**src/rtl/fat_seq_if.sv**
```systemverilog
// ---------------------------------------------------------------------------
// fat_seq_if
// Command handshake between the FAT chain sequencer and the SD command engine.
//
// Signals
//   cmdreq  : sequencer requests a command (held until cmdack is seen)
//   cmdack  : command engine accepted the pending command
//   CMDIDX  : 6-bit command index (17 = single read, 24 = single write)
//   CMDARG  : 32-bit command argument (sector LBA)
//
// Modports
//   master  : the sequencer side (drives request, index and argument)
//   slave   : the command engine side (drives the acknowledge)
// ---------------------------------------------------------------------------
interface fat_seq_if;
  logic        cmdreq;
  logic        cmdack;
  logic [5:0]  CMDIDX;
  logic [31:0] CMDARG;

  modport master (
    output cmdreq,
    output CMDIDX,
    output CMDARG,
    input  cmdack
  );

  modport slave (
    input  cmdreq,
    input  CMDIDX,
    input  CMDARG,
    output cmdack
  );
endinterface

```
**src/rtl/fat_seq.sv**
```systemverilog
// ---------------------------------------------------------------------------
// fat_seq
// Sequencer that extends a FAT cluster chain: it reads FAT sectors until the
// end marker is located, lets the FAT controller patch the sector buffer,
// then writes the sector back to FAT1 and FAT2, repeating until the
// end-of-chain has been written in both copies.
//
// Optional feature (compile-time macro FATSEQ_TIMEOUT_EN):
//   defined   : a TOUT_W-bit watchdog sends the FSM to ERR if RD_DAT, WR_DAT
//               or WR_ACK last TOUT_MAX cycles.
//   undefined : no watchdog; those states wait indefinitely.
//
// Ports
//   clk, nreset       : clock, asynchronous active-low reset
//   start             : request to extend the chain (only seen in IDLE)
//   cmd (master)      : cmdreq/cmdack/CMDIDX/CMDARG command handshake
//   tcvdptdone        : one-cycle DAT packet transfer complete pulse
//   lwe               : DAT line not busy
//   isfatend          : end marker not yet found in the current sector
//   fatp1done         : sector buffer modification pass complete
//   isfat2            : current write target is FAT2
//   eoff              : end-of-chain written in both FAT copies
//   FATBASE, FATSIZE  : FAT1 first LBA, sectors per FAT copy
//   FATSACNTR         : FAT sector offset from the FAT controller
//   frprmen, fsprmp1en, fwprm, fsprmp2en, fwacken : FAT controller enables
//   done              : one-cycle completion pulse
//   err               : sticky failure flag (cleared only by nreset)
// ---------------------------------------------------------------------------
module fat_seq #(
  parameter int unsigned         TOUT_W   = 20,
  parameter logic [TOUT_W-1:0]   TOUT_MAX = 20'hFFFFF
) (
  input  logic        clk,
  input  logic        nreset,
  input  logic        start,
  fat_seq_if.master   cmd,
  input  logic        tcvdptdone,
  input  logic        lwe,
  input  logic        isfatend,
  input  logic        fatp1done,
  input  logic        isfat2,
  input  logic        eoff,
  input  logic [31:0] FATBASE,
  input  logic [31:0] FATSIZE,
  input  logic [15:0] FATSACNTR,
  output logic        frprmen,
  output logic        fsprmp1en,
  output logic        fwprm,
  output logic        fsprmp2en,
  output logic        fwacken,
  output logic        done,
  output logic        err
);

  localparam logic [3:0] ST_IDLE   = 4'd0;
  localparam logic [3:0] ST_RD_CMD = 4'd1;
  localparam logic [3:0] ST_RD_DAT = 4'd2;
  localparam logic [3:0] ST_SET_P1 = 4'd3;
  localparam logic [3:0] ST_WR_CMD = 4'd4;
  localparam logic [3:0] ST_WR_DAT = 4'd5;
  localparam logic [3:0] ST_WR_ACK = 4'd6;
  localparam logic [3:0] ST_SET_P2 = 4'd7;
  localparam logic [3:0] ST_DONE   = 4'd8;
  localparam logic [3:0] ST_ERR    = 4'd9;

  logic [3:0]  state_q, state_d;
  logic [31:0] rdcnt_q, rdcnt_d;
  logic [31:0] cmdarg_q, cmdarg_d;
  logic [31:0] rd_lba;
  logic [31:0] wr_lba;
  logic [31:0] rdcnt_inc;

  // Empty sanity blocks keep both watchdog parameters elaborated in every
  // build; a zero width shows up as a named block in the hierarchy.
  if (TOUT_W < 1) begin : g_bad_tout_w
  end
  if (TOUT_MAX == '0) begin : g_zero_tout_max
  end

`ifdef FATSEQ_TIMEOUT_EN
  logic [TOUT_W-1:0] tout_q, tout_d;
  logic [TOUT_W-1:0] tout_inc;
  logic              timed_q, timed_d;
`endif

  // Sector addresses. The argument is captured on entry to a command state
  // so that it cannot move while cmdreq is waiting for cmdack, even if the
  // FAT controller changes FATSACNTR or isfat2 in the meantime.
  always_comb begin
    rd_lba    = FATBASE + {16'h0000, FATSACNTR};
    wr_lba    = rd_lba + (isfat2 ? FATSIZE : 32'h0);
    rdcnt_inc = rdcnt_q + 32'd1;
  end

  // Next-state logic. The read counter only advances on a completed read
  // packet; running out of FAT sectors without finding the end marker is
  // the sequencing failure that leads to ERR.
  always_comb begin
    state_d = state_q;
    rdcnt_d = rdcnt_q;
    case (state_q)
      ST_IDLE: begin
        if (start) begin
          state_d = ST_RD_CMD;
          rdcnt_d = 32'h0;
        end
      end
      ST_RD_CMD: begin
        if (cmd.cmdack) state_d = ST_RD_DAT;
      end
      ST_RD_DAT: begin
        if (tcvdptdone) begin
          rdcnt_d = rdcnt_inc;
          if (!isfatend)                 state_d = ST_SET_P1;
          else if (rdcnt_inc == FATSIZE) state_d = ST_ERR;
          else                           state_d = ST_RD_CMD;
        end
      end
      ST_SET_P1: begin
        if (fatp1done) state_d = ST_WR_CMD;
      end
      ST_WR_CMD: begin
        if (cmd.cmdack) state_d = ST_WR_DAT;
      end
      ST_WR_DAT: begin
        if (tcvdptdone) state_d = ST_WR_ACK;
      end
      ST_WR_ACK: begin
        if (lwe) state_d = ST_SET_P2;
      end
      ST_SET_P2: begin
        if (eoff)        state_d = ST_DONE;
        else if (isfat2) state_d = ST_WR_CMD;
        else             state_d = ST_SET_P1;
      end
      ST_DONE: state_d = ST_IDLE;
      ST_ERR:  state_d = ST_ERR;
      default: state_d = ST_IDLE;
    endcase

`ifdef FATSEQ_TIMEOUT_EN
    // A state that would otherwise keep waiting gives up once the watchdog
    // reaches its limit; a real transition in the same cycle wins.
    if (timed_q && (state_d == state_q) && (tout_inc == TOUT_MAX)) begin
      state_d = ST_ERR;
    end
`endif
  end

  // Command argument register: loaded on entry to RD_CMD/WR_CMD, held while
  // the command is pending, zero everywhere else.
  always_comb begin
    cmdarg_d = 32'h0;
    if (state_d == ST_RD_CMD) begin
      cmdarg_d = (state_q == ST_RD_CMD) ? cmdarg_q : rd_lba;
    end else if (state_d == ST_WR_CMD) begin
      cmdarg_d = (state_q == ST_WR_CMD) ? cmdarg_q : wr_lba;
    end
  end

`ifdef FATSEQ_TIMEOUT_EN
  // Watchdog: restarts from zero whenever a watched state is entered and
  // counts every cycle spent there.
  always_comb begin
    tout_inc = tout_q + {{(TOUT_W-1){1'b0}}, 1'b1};
    timed_q  = (state_q == ST_RD_DAT) || (state_q == ST_WR_DAT) ||
               (state_q == ST_WR_ACK);
    timed_d  = (state_d == ST_RD_DAT) || (state_d == ST_WR_DAT) ||
               (state_d == ST_WR_ACK);
    tout_d   = '0;
    if (timed_d && (state_d == state_q)) begin
      tout_d = tout_inc;
    end
  end

  always_ff @(posedge clk or negedge nreset) begin
    if (!nreset) tout_q <= '0;
    else         tout_q <= tout_d;
  end
`endif

  // State, read counter and captured command argument.
  always_ff @(posedge clk or negedge nreset) begin
    if (!nreset) begin
      state_q  <= ST_IDLE;
      rdcnt_q  <= 32'h0;
      cmdarg_q <= 32'h0;
    end else begin
      state_q  <= state_d;
      rdcnt_q  <= rdcnt_d;
      cmdarg_q <= cmdarg_d;
    end
  end

  // Outputs decode straight from the registered state, so reset (IDLE)
  // drives every one of them to zero without extra flops.
  always_comb begin
    frprmen    = (state_q == ST_RD_DAT);
    fsprmp1en  = (state_q == ST_SET_P1);
    fwprm      = (state_q == ST_WR_DAT);
    fsprmp2en  = (state_q == ST_SET_P2);
    fwacken    = (state_q == ST_WR_ACK);
    done       = (state_q == ST_DONE);
    err        = (state_q == ST_ERR);
    cmd.cmdreq = (state_q == ST_RD_CMD) || (state_q == ST_WR_CMD);
    cmd.CMDARG = cmdarg_q;
    cmd.CMDIDX = 6'd0;
    if (state_q == ST_RD_CMD) cmd.CMDIDX = 6'd17;
    if (state_q == ST_WR_CMD) cmd.CMDIDX = 6'd24;
  end

endmodule

```
**src/flat_wrapper.sv**
```systemverilog
// flat-port wrapper written by rule: the top's interface ports become plain ports
module fat_seq_flat 
#(
  parameter int unsigned         TOUT_W   = 20,
  parameter logic [TOUT_W-1:0]   TOUT_MAX = 20'hFFFFF
)
  (clk, nreset, start, tcvdptdone, lwe, isfatend, fatp1done, isfat2, eoff, FATBASE, FATSIZE, FATSACNTR, frprmen, fsprmp1en, fwprm, fsprmp2en, fwacken, done, err, cmd_cmdreq, cmd_CMDIDX, cmd_CMDARG, cmd_cmdack);
  fat_seq_if cmd_i ();
  input  logic clk;
  input  logic nreset;
  input  logic start;
  input  logic tcvdptdone;
  input  logic lwe;
  input  logic isfatend;
  input  logic fatp1done;
  input  logic isfat2;
  input  logic eoff;
  input  logic [31:0] FATBASE;
  input  logic [31:0] FATSIZE;
  input  logic [15:0] FATSACNTR;
  output logic frprmen;
  output logic fsprmp1en;
  output logic fwprm;
  output logic fsprmp2en;
  output logic fwacken;
  output logic done;
  output logic err;
  output wire logic [$bits(cmd_i.cmdreq)-1:0] cmd_cmdreq;
  output wire logic [$bits(cmd_i.CMDIDX)-1:0] cmd_CMDIDX;
  output wire logic [$bits(cmd_i.CMDARG)-1:0] cmd_CMDARG;
  input wire logic [$bits(cmd_i.cmdack)-1:0] cmd_cmdack;
  assign cmd_cmdreq = cmd_i.cmdreq;
  assign cmd_CMDIDX = cmd_i.CMDIDX;
  assign cmd_CMDARG = cmd_i.CMDARG;
  assign cmd_i.cmdack = cmd_cmdack;
  fat_seq #(.TOUT_W(TOUT_W), .TOUT_MAX(TOUT_MAX)) u_core (.clk(clk), .nreset(nreset), .start(start), .cmd(cmd_i), .tcvdptdone(tcvdptdone), .lwe(lwe), .isfatend(isfatend), .fatp1done(fatp1done), .isfat2(isfat2), .eoff(eoff), .FATBASE(FATBASE), .FATSIZE(FATSIZE), .FATSACNTR(FATSACNTR), .frprmen(frprmen), .fsprmp1en(fsprmp1en), .fwprm(fwprm), .fsprmp2en(fsprmp2en), .fwacken(fwacken), .done(done), .err(err));
endmodule
```
**config.mk**
```make
export PLATFORM = sky130hd
export DESIGN_NAME = fat_seq_flat
export DESIGN_NICKNAME = d
export VERILOG_FILES = /design/src/rtl/fat_seq_if.sv /design/src/rtl/fat_seq.sv /design/src/flat_wrapper.sv
export SDC_FILE = /design/constraint.sdc
export NUM_CORES = 1
export LEC_CHECK = 0
export BUFFER_PORTS_ARGS = -buffer_cell sky130_fd_sc_hd__buf_2
export CAP_MARGIN = 25
export CORE_ASPECT_RATIO = 0.7
export CORE_MARGIN = 4
export CORE_UTILIZATION = 51
export CTS_CLUSTER_DIAMETER = 50
export DETAILED_ROUTE_END_ITERATION = 10
export HOLD_SLACK_MARGIN = 0.08
export MAX_ROUTING_LAYER = met4
export PLACE_DENSITY = 0.74
export SLEW_MARGIN = 5
export SYNTH_ARGS = -nofsm -noshare
export SYNTH_HDL_FRONTEND = slang
export SYNTH_SLANG_ARGS = --single-unit
```
**constraint.sdc**
```tcl
create_clock -name clk -period 4 [get_ports clk]
set_input_delay 0.4 -clock clk [delete_from_list [all_inputs] [get_ports clk]]
set_output_delay 0.4 -clock clk [all_outputs]
set_load 0.05 [all_outputs]
```
After elaboration in Yosys (flattened, before gate mapping)
Cells that the tools add are included.
{"block": "word_totals", "reg_bits": 68, "input_bits": 90, "output_inout_bits": 46, "word_cells": 49}
{"block": "classes", "n_addsub": 3, "eq_ne": 16, "mux": 22, "n_reduce_logical": 5}
{"op": "$mux 32", "count": 7}
{"op": "$pmux 32 s2", "count": 1}
{"op": "$mux 4", "count": 10}
{"op": "$pmux 4 s9", "count": 1}
{"op": "$add 32x1->32 const B", "count": 1}
{"op": "$add 32x16->32", "count": 1}
{"op": "$add 32x32->32", "count": 1}
{"op": "$eq 32x32->1", "count": 1}
{"op": "$eq 4x3->1 const B", "count": 5}
{"op": "$eq 4x1->1 const B", "count": 2}
{"op": "$eq 4x2->1 const B", "count": 2}
{"op": "$eq 4x4->1 const B", "count": 2}
{"op": "$mux 6", "count": 1}
{"op": "$ne 2x2->1 const B", "count": 3}
{"op": "$mux 5", "count": 1}
{"op": "$logic_not 4->1", "count": 1}
{"op": "$mux 3", "count": 1}
{"op": "$ne 3x2->1 const B", "count": 1}
{"op": "$reduce_and 3->1", "count": 1}
{"op": "$reduce_and 2->1", "count": 1}
{"op": "$reduce_bool 2->1", "count": 1}
{"op": "$logic_or 1x1->1", "count": 1}

Longest topological paths before layout
Gate-level depths: netlist (run 1).
{"block": "logic_depth", "word_depth": 9, "mapped_depth": 20, "ltp_nobuf": 19}

Least setup slack after synthesis (run 1)
OpenSTA, ideal clock, no wires.
{"block": "synth_timing", "path_kind": "in2reg", "from": "in FATBASE[1]", "to": "reg u_core.cmdarg_q[28] (netlist: u_core.cmd.CMDARG[28])", "setup_ns": 0.132, "arrival_time_ns": 4.272, "required_time_ns": 3.868, "path_slack_ns": -0.404, "stages": 19, "n_path_buf": 1, "path_cell_list": "ha_1 -> a211oi_1 -> o21ai_0 -> o31a_1 -> a211oi_1 -> o21bai_1 -> a21oi_1 -> xor2_1 -> inv_1 -> ha_1 -> clkbuf_1 -> a21oi_1 -> a21oi_1 -> nor4bb_1 -> or2_2 -> o311ai_1 -> a2111oi_0 -> a311oi_1 -> o211ai_1"}
{"block": "synth_between", "elab_chain_cells": 5, "word_cells_on_any_way": 6, "classes_between": "add/sub: 2; mux: 4"}
{"element": "start, declared", "line_no": "flat_wrapper.sv:18", "source": "input logic [31:0] FATBASE;"}
{"element": "$add 32x16->32 *", "line_no": "fat_seq.sv:90", "source": "rd_lba = FATBASE + {16'h0000, FATSACNTR};"}
{"element": "$add 32x32->32", "line_no": "fat_seq.sv:91", "source": "wr_lba = rd_lba + (isfat2 ? FATSIZE : 32'h0);"}
{"element": "$mux 32", "line_no": "fat_seq.sv:157", "source": "cmdarg_d = (state_q == ST_WR_CMD) ? cmdarg_q : wr_lba;"}
{"element": "$mux 32", "line_no": "fat_seq.sv:156", "source": "end else if (state_d == ST_WR_CMD) begin"}
{"element": "$mux 32 *", "line_no": "fat_seq.sv:154", "source": "if (state_d == ST_RD_CMD) begin"}
{"element": "end signal, assigned", "line_no": "fat_seq.sv:191", "source": "cmdarg_q <= cmdarg_d;"}
{"element": "end, declared", "line_no": "fat_seq.sv:68", "source": "logic [31:0] cmdarg_q, cmdarg_d;"}
Mark *: on every way between the ends. The rest lies on a longest branch, timed or not. The select of a mux whose other input is x is not followed.
A chain may end at the register's enable or synchronous reset.

Final worst setup path (run 1)
{"block": "layout_timing", "from": "in FATSACNTR[0]", "to": "reg u_core.cmdarg_q[22] (netlist: u_core.cmd.CMDARG[22])"}
{"block": "layout_between", "elab_chain_cells": 5, "word_cells_on_any_way": 6, "classes_between": "add/sub: 2; mux: 4"}
{"element": "start, declared", "line_no": "flat_wrapper.sv:20", "source": "input logic [15:0] FATSACNTR;"}
{"element": "$add 32x16->32 *", "line_no": "fat_seq.sv:90"}
{"element": "$add 32x32->32", "line_no": "fat_seq.sv:91"}
{"element": "$mux 32", "line_no": "fat_seq.sv:157"}
{"element": "$mux 32", "line_no": "fat_seq.sv:156"}
{"element": "$mux 32 *", "line_no": "fat_seq.sv:154"}
Marks and branches as above.

==> results of run 1 <==
repair_timing:
action | CTS | global route
pin swaps | 3 | 39
gates resized for setup | 10 | 45
endpoints found under the setup margin | 9 | 17
setup buffers | 0 | 8
path summary, 6_finish.rpt:
check / endpoint / from / slack (ns) / cells after the start
setup / recovery: u_core.cmd.CMDARG[22] / FATSACNTR[0] / 0.04 / 22
hold / removal: u_core.rdcnt_q[25] / nreset / 0.12 / 1
setup reg to reg: u_core.cmd.CMDARG[13] / u_core.rdcnt_q[7] / 0.49 / 10
hold reg to reg: u_core.cmd.CMDARG[6] / u_core.cmd.CMDARG[6] / 0.47 / 2
max in group asynchronous: u_core.state_q[1] / nreset / 2.85 / 2
min in group clk: u_core.state_q[1] / cmd_cmdack / 0.46 / 3
area by class of cell:
class / instances / share of cell area, %
well taps: 190 / 2.43
inverters: 24 / 0.920
repair buffers: 262 / 17.3
clock inverters: 4 / 0.256
clock buffers: 12 / 2.52
diodes: 2 / 0.0511
flip-flops and latches: 68 / 17.4
multi-input cells: 832 / 59.1
power breakdown:
group	switching [mW]	internal (mW)
Combinational	1.73	0.981
Clock	0.337	0.436
Sequential	0.127	0.823
metrics by stage:
| step | TNS, ns | hold slack (ns) | util (%) | instance area [um2] |
|---|---|---|---|---|
| after floorplan | 0 | 0.104 | - | 7540 |
| after global placement | -4.56 | 0.461 | 64.8 | 9140 |
| after CTS | 0 | 0.131 | 67.3 | 9490 |
| after detailed placement | -5.69 | 0.468 | 65.0 | 9170 |
| after global routing | -0.681 | 0.185 | 69.4 | 9790 |
| final | 0 | 0.117 | 69.4 | 9790 |
flip-flops by register name (all words and copies together) (netlist names):
register / cells
u_core.rdcnt_q: 32
u_core.state_q: 4
u_core.cmd.CMDARG: 32
per-layer routing:
layer,wire (um),share of wire (%),vias to the layer above
met3,2340,9.3,46
met1,11500,46,3840
met5,0,0,-
met4,441,1.8,0
li1,-,-,4002
met2,10800,43,397
cell families (layout without fill, tap and decap cells):
logic type	count (synthesis)	after routing
other cells	1	5
fa+ha+maj	50	50
buf+inv	72	302
simple gates	390	390
compound gates	287	287
mux	5	5
flops	68	68
xor+xnor	97	97
Yosys cell counts (17+ instances only):
library cell / count / area [um2]
and3_1: 21 / 131
xor2_1: 38 / 333
inv_1: 24 / 90.1
xnor2_1: 59 / 517
and2_1: 42 / 263
nand3_1: 30 / 150
a31oi_1: 35 / 219
a21oi_1: 56 / 280
dfrtp_1: 68 / 1700
nor2_1: 64 / 240
nand2_1: 131 / 492
a21o_1: 17 / 128
nor3_1: 21 / 105
clkbuf_1: 29 / 109
o21ai_0: 80 / 400
ha_1: 48 / 601
critical path, cell delays in order:
cell and delay, ns:
buf_6 0.10, ha_4 0.16, buf_6 0.11, a211oi_2 0.24
o21ai_2 0.14, o31a_1 0.30, buf_4 0.15, a21oi_1 0.13
nor2b_1 0.06, nor2_1 0.11, xnor2_1 0.11, ha_1 0.30
buf_4 0.13, o2111ai_1 0.09, a31o_2 0.26, nor4bb_2 0.18
or2_4 0.28, o311ai_0 0.42, buf_4 0.20, xnor2_1 0.06
o21a_1 0.17, a21oi_1 0.14
==> run_results.csv, run 1 <==
group,metric,value,unit
outcome,outcome,"finished, final reports clean",
critical_path,critPathKind,"in2reg",
sta,finalMaxSlewViolations,0,
detailed_routing,vias_per_cell,5.94,
critical_path,endpoint_kind,"flop",
synthesis,synth_compound_area_share,24.7,%
sta,hold_viol,0,
finish,multi_input_area,0.00578,mm2
floorplan,die_height,109,um
sta,finalCriticalPeriod,3.96,ns
grt,grt_pass1_wl,39500,um
synthesis,ys_async_sr_fraction,100,%
synthesis,netlist_area,0.00744,mm2
grt,grt_pass1_vias,7799,
finish,area_growth,31.6,%
grt,busiest_layer,"met2",
grt,grt_use_met2,43.6,%
detailed_routing,drcViolationCount,0,
detailed_routing,wl,25100,um
clocking,clockBufferDepth,2,
floorplan,io_pins,136,
grt,grt_use_met1,42.8,%
detailed_routing,wl_per_cell,18.0,um
power_and_ir_drop,peakVddDrop,0.000710,V
synthesis,synth_fa_ha_area_share,8.61,%
synthesis,ys_types,78,
synthesis,yosys.area_share.simple,27.2,%
synthesis,yosys_warnings,0,
critical_path,arrival,4.24,ns
clocking,clkTransAtPathRegs,0.06,ns
synthesis,ys_ff_latch,68,
sta,clock_skew,0.00649,ns
finish,layout-drive-gt1-share,28.9,%
critical_path,crit_fanout,5,
detailed_routing,final_antenna_net_count,0,
grt,gr-usage-met3,6.39,%
sta,rsz0062_at_grt,"true",
synthesis,avgSynthCellArea,7.67,um2
finish,ff_latch_area,0.00170,mm2
synthesis,synth-edff-count,0,
finish,final_cell_mix,"131 x nand2_1, 130 x buf_2, 124 x buf_4",
floorplan,initial_utilization,52.8,%
clocking,h-tree-depth,3,
detailed_routing,drtPass1Iterations,5,
floorplan,die-area,0.0166,mm2
critical_path,critPathLaunchType,"primary input",
clocking,cts_sinks,68,
critical_path,cp.required,4.27,ns
floorplan,die_w,152,um
placement,io_buffers,132,
grt,grt_usage,30.0,%
synthesis,synth_flop_cell,"dfrtp_1",
synthesis,ys_seq_area_share,22.9,%
clocking,numCtsBuffers,9,
power_and_ir_drop,total_power,4.43,mW
run,drv_cap,0,
grt,grt_max_degree,43,
finish,final_common_cell,"nand2_1",
synthesis,synth_top_family_by_area,"simple AND/OR/NAND/NOR gates",
placement,place_hpwl,19100,um
placement,placed_cells,1369,
power_and_ir_drop,leakagePower,4.47,nW
clocking,cts_root_buffer,"clkbuf_16",
finish,num-fill-cells,1156,
synthesis,synth-xor-area-share,11.4,%
sta,min_period_over_period,99.1,%
finish,finalNonFillerCells,1394,
clocking,ctsHoldBuffers,0,
detailed_routing,via_count,8285,
min_path,min_path_type,"in2async",
sta,fmax,0.252,GHz
grt,overflow,0,
sta,setup_ws,0.0355,ns
grt,antenna_found_initial,2,
clocking,cts_tree,"done",
floorplan,fp-row-count,36,
synthesis,synthMuxAreaShare,0.690,%
floorplan,core_region_area,0.0141,mm2
power_and_ir_drop,power_density,453,mW/mm2
finish,final_nets,1337,
sta,tightest_slew,0.833,ns
sta,slew_headroom,44.5,%
placement,gp_congestion,0.938,
detailed_routing,drt_iter0_markers,603,
synthesis,syn_inst,970,
clocking,insertion_delay,0.35,ns
sta,setup_viol_count_final,0,
placement,place_ws,-0.452,ns
Power figures use the tool's default switching activity.
==> run 2: changes to the inputs <==
--- a/config.mk
+++ b/config.mk
@@ -7,8 +7,9 @@
 export LEC_CHECK = 0
 export BUFFER_PORTS_ARGS = -buffer_cell sky130_fd_sc_hd__buf_2
-export CAP_MARGIN = 25
+export CAP_MARGIN = 10
 export CORE_ASPECT_RATIO = 0.7
 export CORE_MARGIN = 4
 export CORE_UTILIZATION = 51
+export CTS_BUF_LIST = sky130_fd_sc_hd__clkbuf_4 sky130_fd_sc_hd__clkbuf_8 sky130_fd_sc_hd__clkbuf_16
 export CTS_CLUSTER_DIAMETER = 50
 export DETAILED_ROUTE_END_ITERATION = 10
==> constraint.sdc (replaced) <==
create_clock -name clk -period 4 [get_ports clk]
set_input_delay 1 -clock clk [delete_from_list [all_inputs] [get_ports clk]]
set_output_delay 1 -clock clk [all_outputs]
set_load 0.05 [all_outputs]
==> run 2 against run 1 <==
  * The run now ends with negative setup slack left
  * Largest cell class unchanged
  * Global-route usage increased by 1.2 points
  * Critical path type unchanged
  * Clock-buffer cell count up 1
  * Power is 6.5% higher
==> run_results.csv, run 2 (synthesis results as in run 1) <==
group,metric,value,unit
outcome,outcome,"complete, but fails checks",
outcome,violations,"negative setup slack",
critical_path,crit_fanout,5,
clocking,h-tree-depth,3,
detailed_routing,final_antenna_net_count,0,
placement,dpl_cell_area,0.00945,mm2
sta,fin_setup_tns,-7.15,ns
clocking,cts_root_buffer,"clkbuf_16",
clocking,clockBufferDepth,2,
critical_path,cp_slowest_cell,"fa_2",
floorplan,die_height,109,um
critical_path,rrSetupSlack,0.54,ns
critical_path,cp.required,4.24,ns
detailed_routing,wl,26400,um
critical_path,critPathKind,"in2reg",
critical_path,endpoint_kind,"flop",
detailed_routing,wl_per_cell,18.3,um
floorplan,core_region_area,0.0141,mm2
sta,setup_ws,-0.600,ns
clocking,numCtsBuffers,9,
critical_path,critPathLaunchType,"primary input",
detailed_routing,drt_iter0_markers,795,
critical_path,cp_top_family,"compound AO/OA/AOI/OAI gates",
sta,hold_ws,0.483,ns
grt,grt_pass1_vias,8119,
finish,final_common_cell,"buf_4",
grt,antenna_found_initial,2,
grt,busiest_layer,"met2",
critical_path,critPathMaxStageDelay,0.36,ns
sta,finalCriticalPeriod,4.60,ns
finish,final_cell_mix,"169 x buf_4, 131 x nand2_1, 128 x buf_2",
finish,layout-drive-gt1-share,34.5,%
clocking,cts_tree,"done",
placement,gp_congestion,0.991,
sta,slew_headroom,21.0,%
min_path,min_to,"u_core.cmd.CMDARG[12]",
floorplan,fp-row-count,36,
critical_path,cp_num_buf_inv,3,
finish,final_nets,1386,
grt,grt_use_met1,42.3,%
placement,placed_cells,1398,
critical_path,path_depth,21,
detailed_routing,drtPass1Iterations,7,
finish,fin_area,0.0105,mm2
placement,place_hpwl,19600,um
min_path,whs_path_depth,2,
grt,grt_use_met2,48.5,%
critical_path,timing.rr.end,"u_core.cmd.CMDARG[11]",
sta,finalMaxSlewViolations,0,
critical_path,arrival,4.84,ns
clocking,clkTransAtPathRegs,0.06,ns
floorplan,die-area,0.0166,mm2
grt,grt_usage,31.3,%
grt,grt_pass1_wl,40900,um
floorplan,die_w,152,um
critical_path,crit_chain,"buf_6, ha_4, fa_2, a211oi_2, o21ai_2, buf_4, nand3_2, a31oi_4, and2_1, nand2_1, xnor2_1, ha_1, and3_1, nand3_1, inv_1, a221oi_2, o31ai_4, a31oi_2, xor2_1, o21ai_1, a31o_1",
sta,clock_skew,0.00382,ns
clocking,cts_sinks,68,
grt,grt_max_degree,69,
sta,min_period_over_period,115,%
grt,gr-usage-met3,6.31,%
detailed_routing,drcViolationCount,0,
sta,setup_viol_count_final,17,
min_path,min_path_type,"reg2reg",
placement,place_ws,-0.977,ns
power_and_ir_drop,leakagePower,4.80,nW
sta,hold_viol,0,
floorplan,initial_utilization,52.8,%
power_and_ir_drop,total_power,4.72,mW
sta,tightest_slew,1.18,ns
finish,finalCoreUtilization,74.3,%
clocking,insertion_delay,0.35,ns
finish,area_growth,40.8,%
detailed_routing,via_count,8633,
critical_path,rr_startpoint,"u_core.rdcnt_q[3]",
sta,fmax,0.217,GHz
floorplan,io_pins,136,
power_and_ir_drop,peakVddDrop,0.000597,V
critical_path,rr_worst_depth,10,
min_path,min_from,"u_core.cmd.CMDARG[12]",
finish,finalNonFillerCells,1443,
sta,rsz0062_at_grt,"true",
power_and_ir_drop,power_density,451,mW/mm2
grt,overflow,0,
run,drv_cap,0,
detailed_routing,vias_per_cell,5.98,
placement,io_buffers,132,
run 2: changes by cell type in the layout (fill, tap and decap cells not counted), sizes merged:
| cell | before | now |
|---|---|---|
| clkinv | 2 | 1 |
| clkbuf | 12 | 13 |
| buf | 262 | 311 |
run 2: where the power goes:
| part | switching [mW] | leakage (nW) | internal [mW] |
|---|---|---|---|
| sequential | 0.125 | 0.922 | 0.823 |
| combinational | 1.83 | 3.74 | 1.12 |
| clock | 0.337 | 0.141 | 0.477 |
| total | 2.30 | 4.80 | 2.42 |
run 2: worst max path at each step:
stage / from / to / slack [ns]
3_3_place_gp: FATBASE[1] / u_core.cmd.CMDARG[28] / -0.88
2_1_floorplan: FATBASE[2] / u_core.cmd.CMDARG[29] / -0.49
3_5_place_dp: FATBASE[1] / u_core.cmd.CMDARG[28] / -0.98
5_1_grt: FATSACNTR[0] / u_core.cmd.CMDARG[27] / -0.76
4_1_cts: FATBASE[1] / u_core.cmd.CMDARG[30] / -0.40
6_report: FATSACNTR[0] / u_core.cmd.CMDARG[27] / -0.60
run 2: worst register-to-register path, delay by kind of cell, from the launching register on:
family,cells,cell delay [ns]
flip-flops,1,0.47
AO/OA/AOI/OAI,3,0.75
AND/OR/NAND/NOR,5,1.69
buffers and inverters,1,0.28
XOR/XNOR,1,0.17
run 2: cell type report:
type	instances	area (um2)
clock buffers	13	274
flip-flops and latches	68	1700
multi-input cells	832	6050
repair buffers	311	2090
fillers	1083	3630
well taps	190	238
inverters	24	90.1
diodes	2	5.00
clock inverters	3	20.0
run 2: repair_timing:
action,4_1_cts,5_1_grt
pin swaps,57,44
setup endpoints to repair,18,22
buffers inserted,18,10
hold buffers,0,0
gates resized for setup,53,52
run 2: metal layers:
layer / part of all wire, % / vias to the layer above
li1: - / 4107
met5: 0 / -
met1: 43 / 4060
met3: 9.3 / 48
met2: 46 / 418
met4: 2.0 / 0
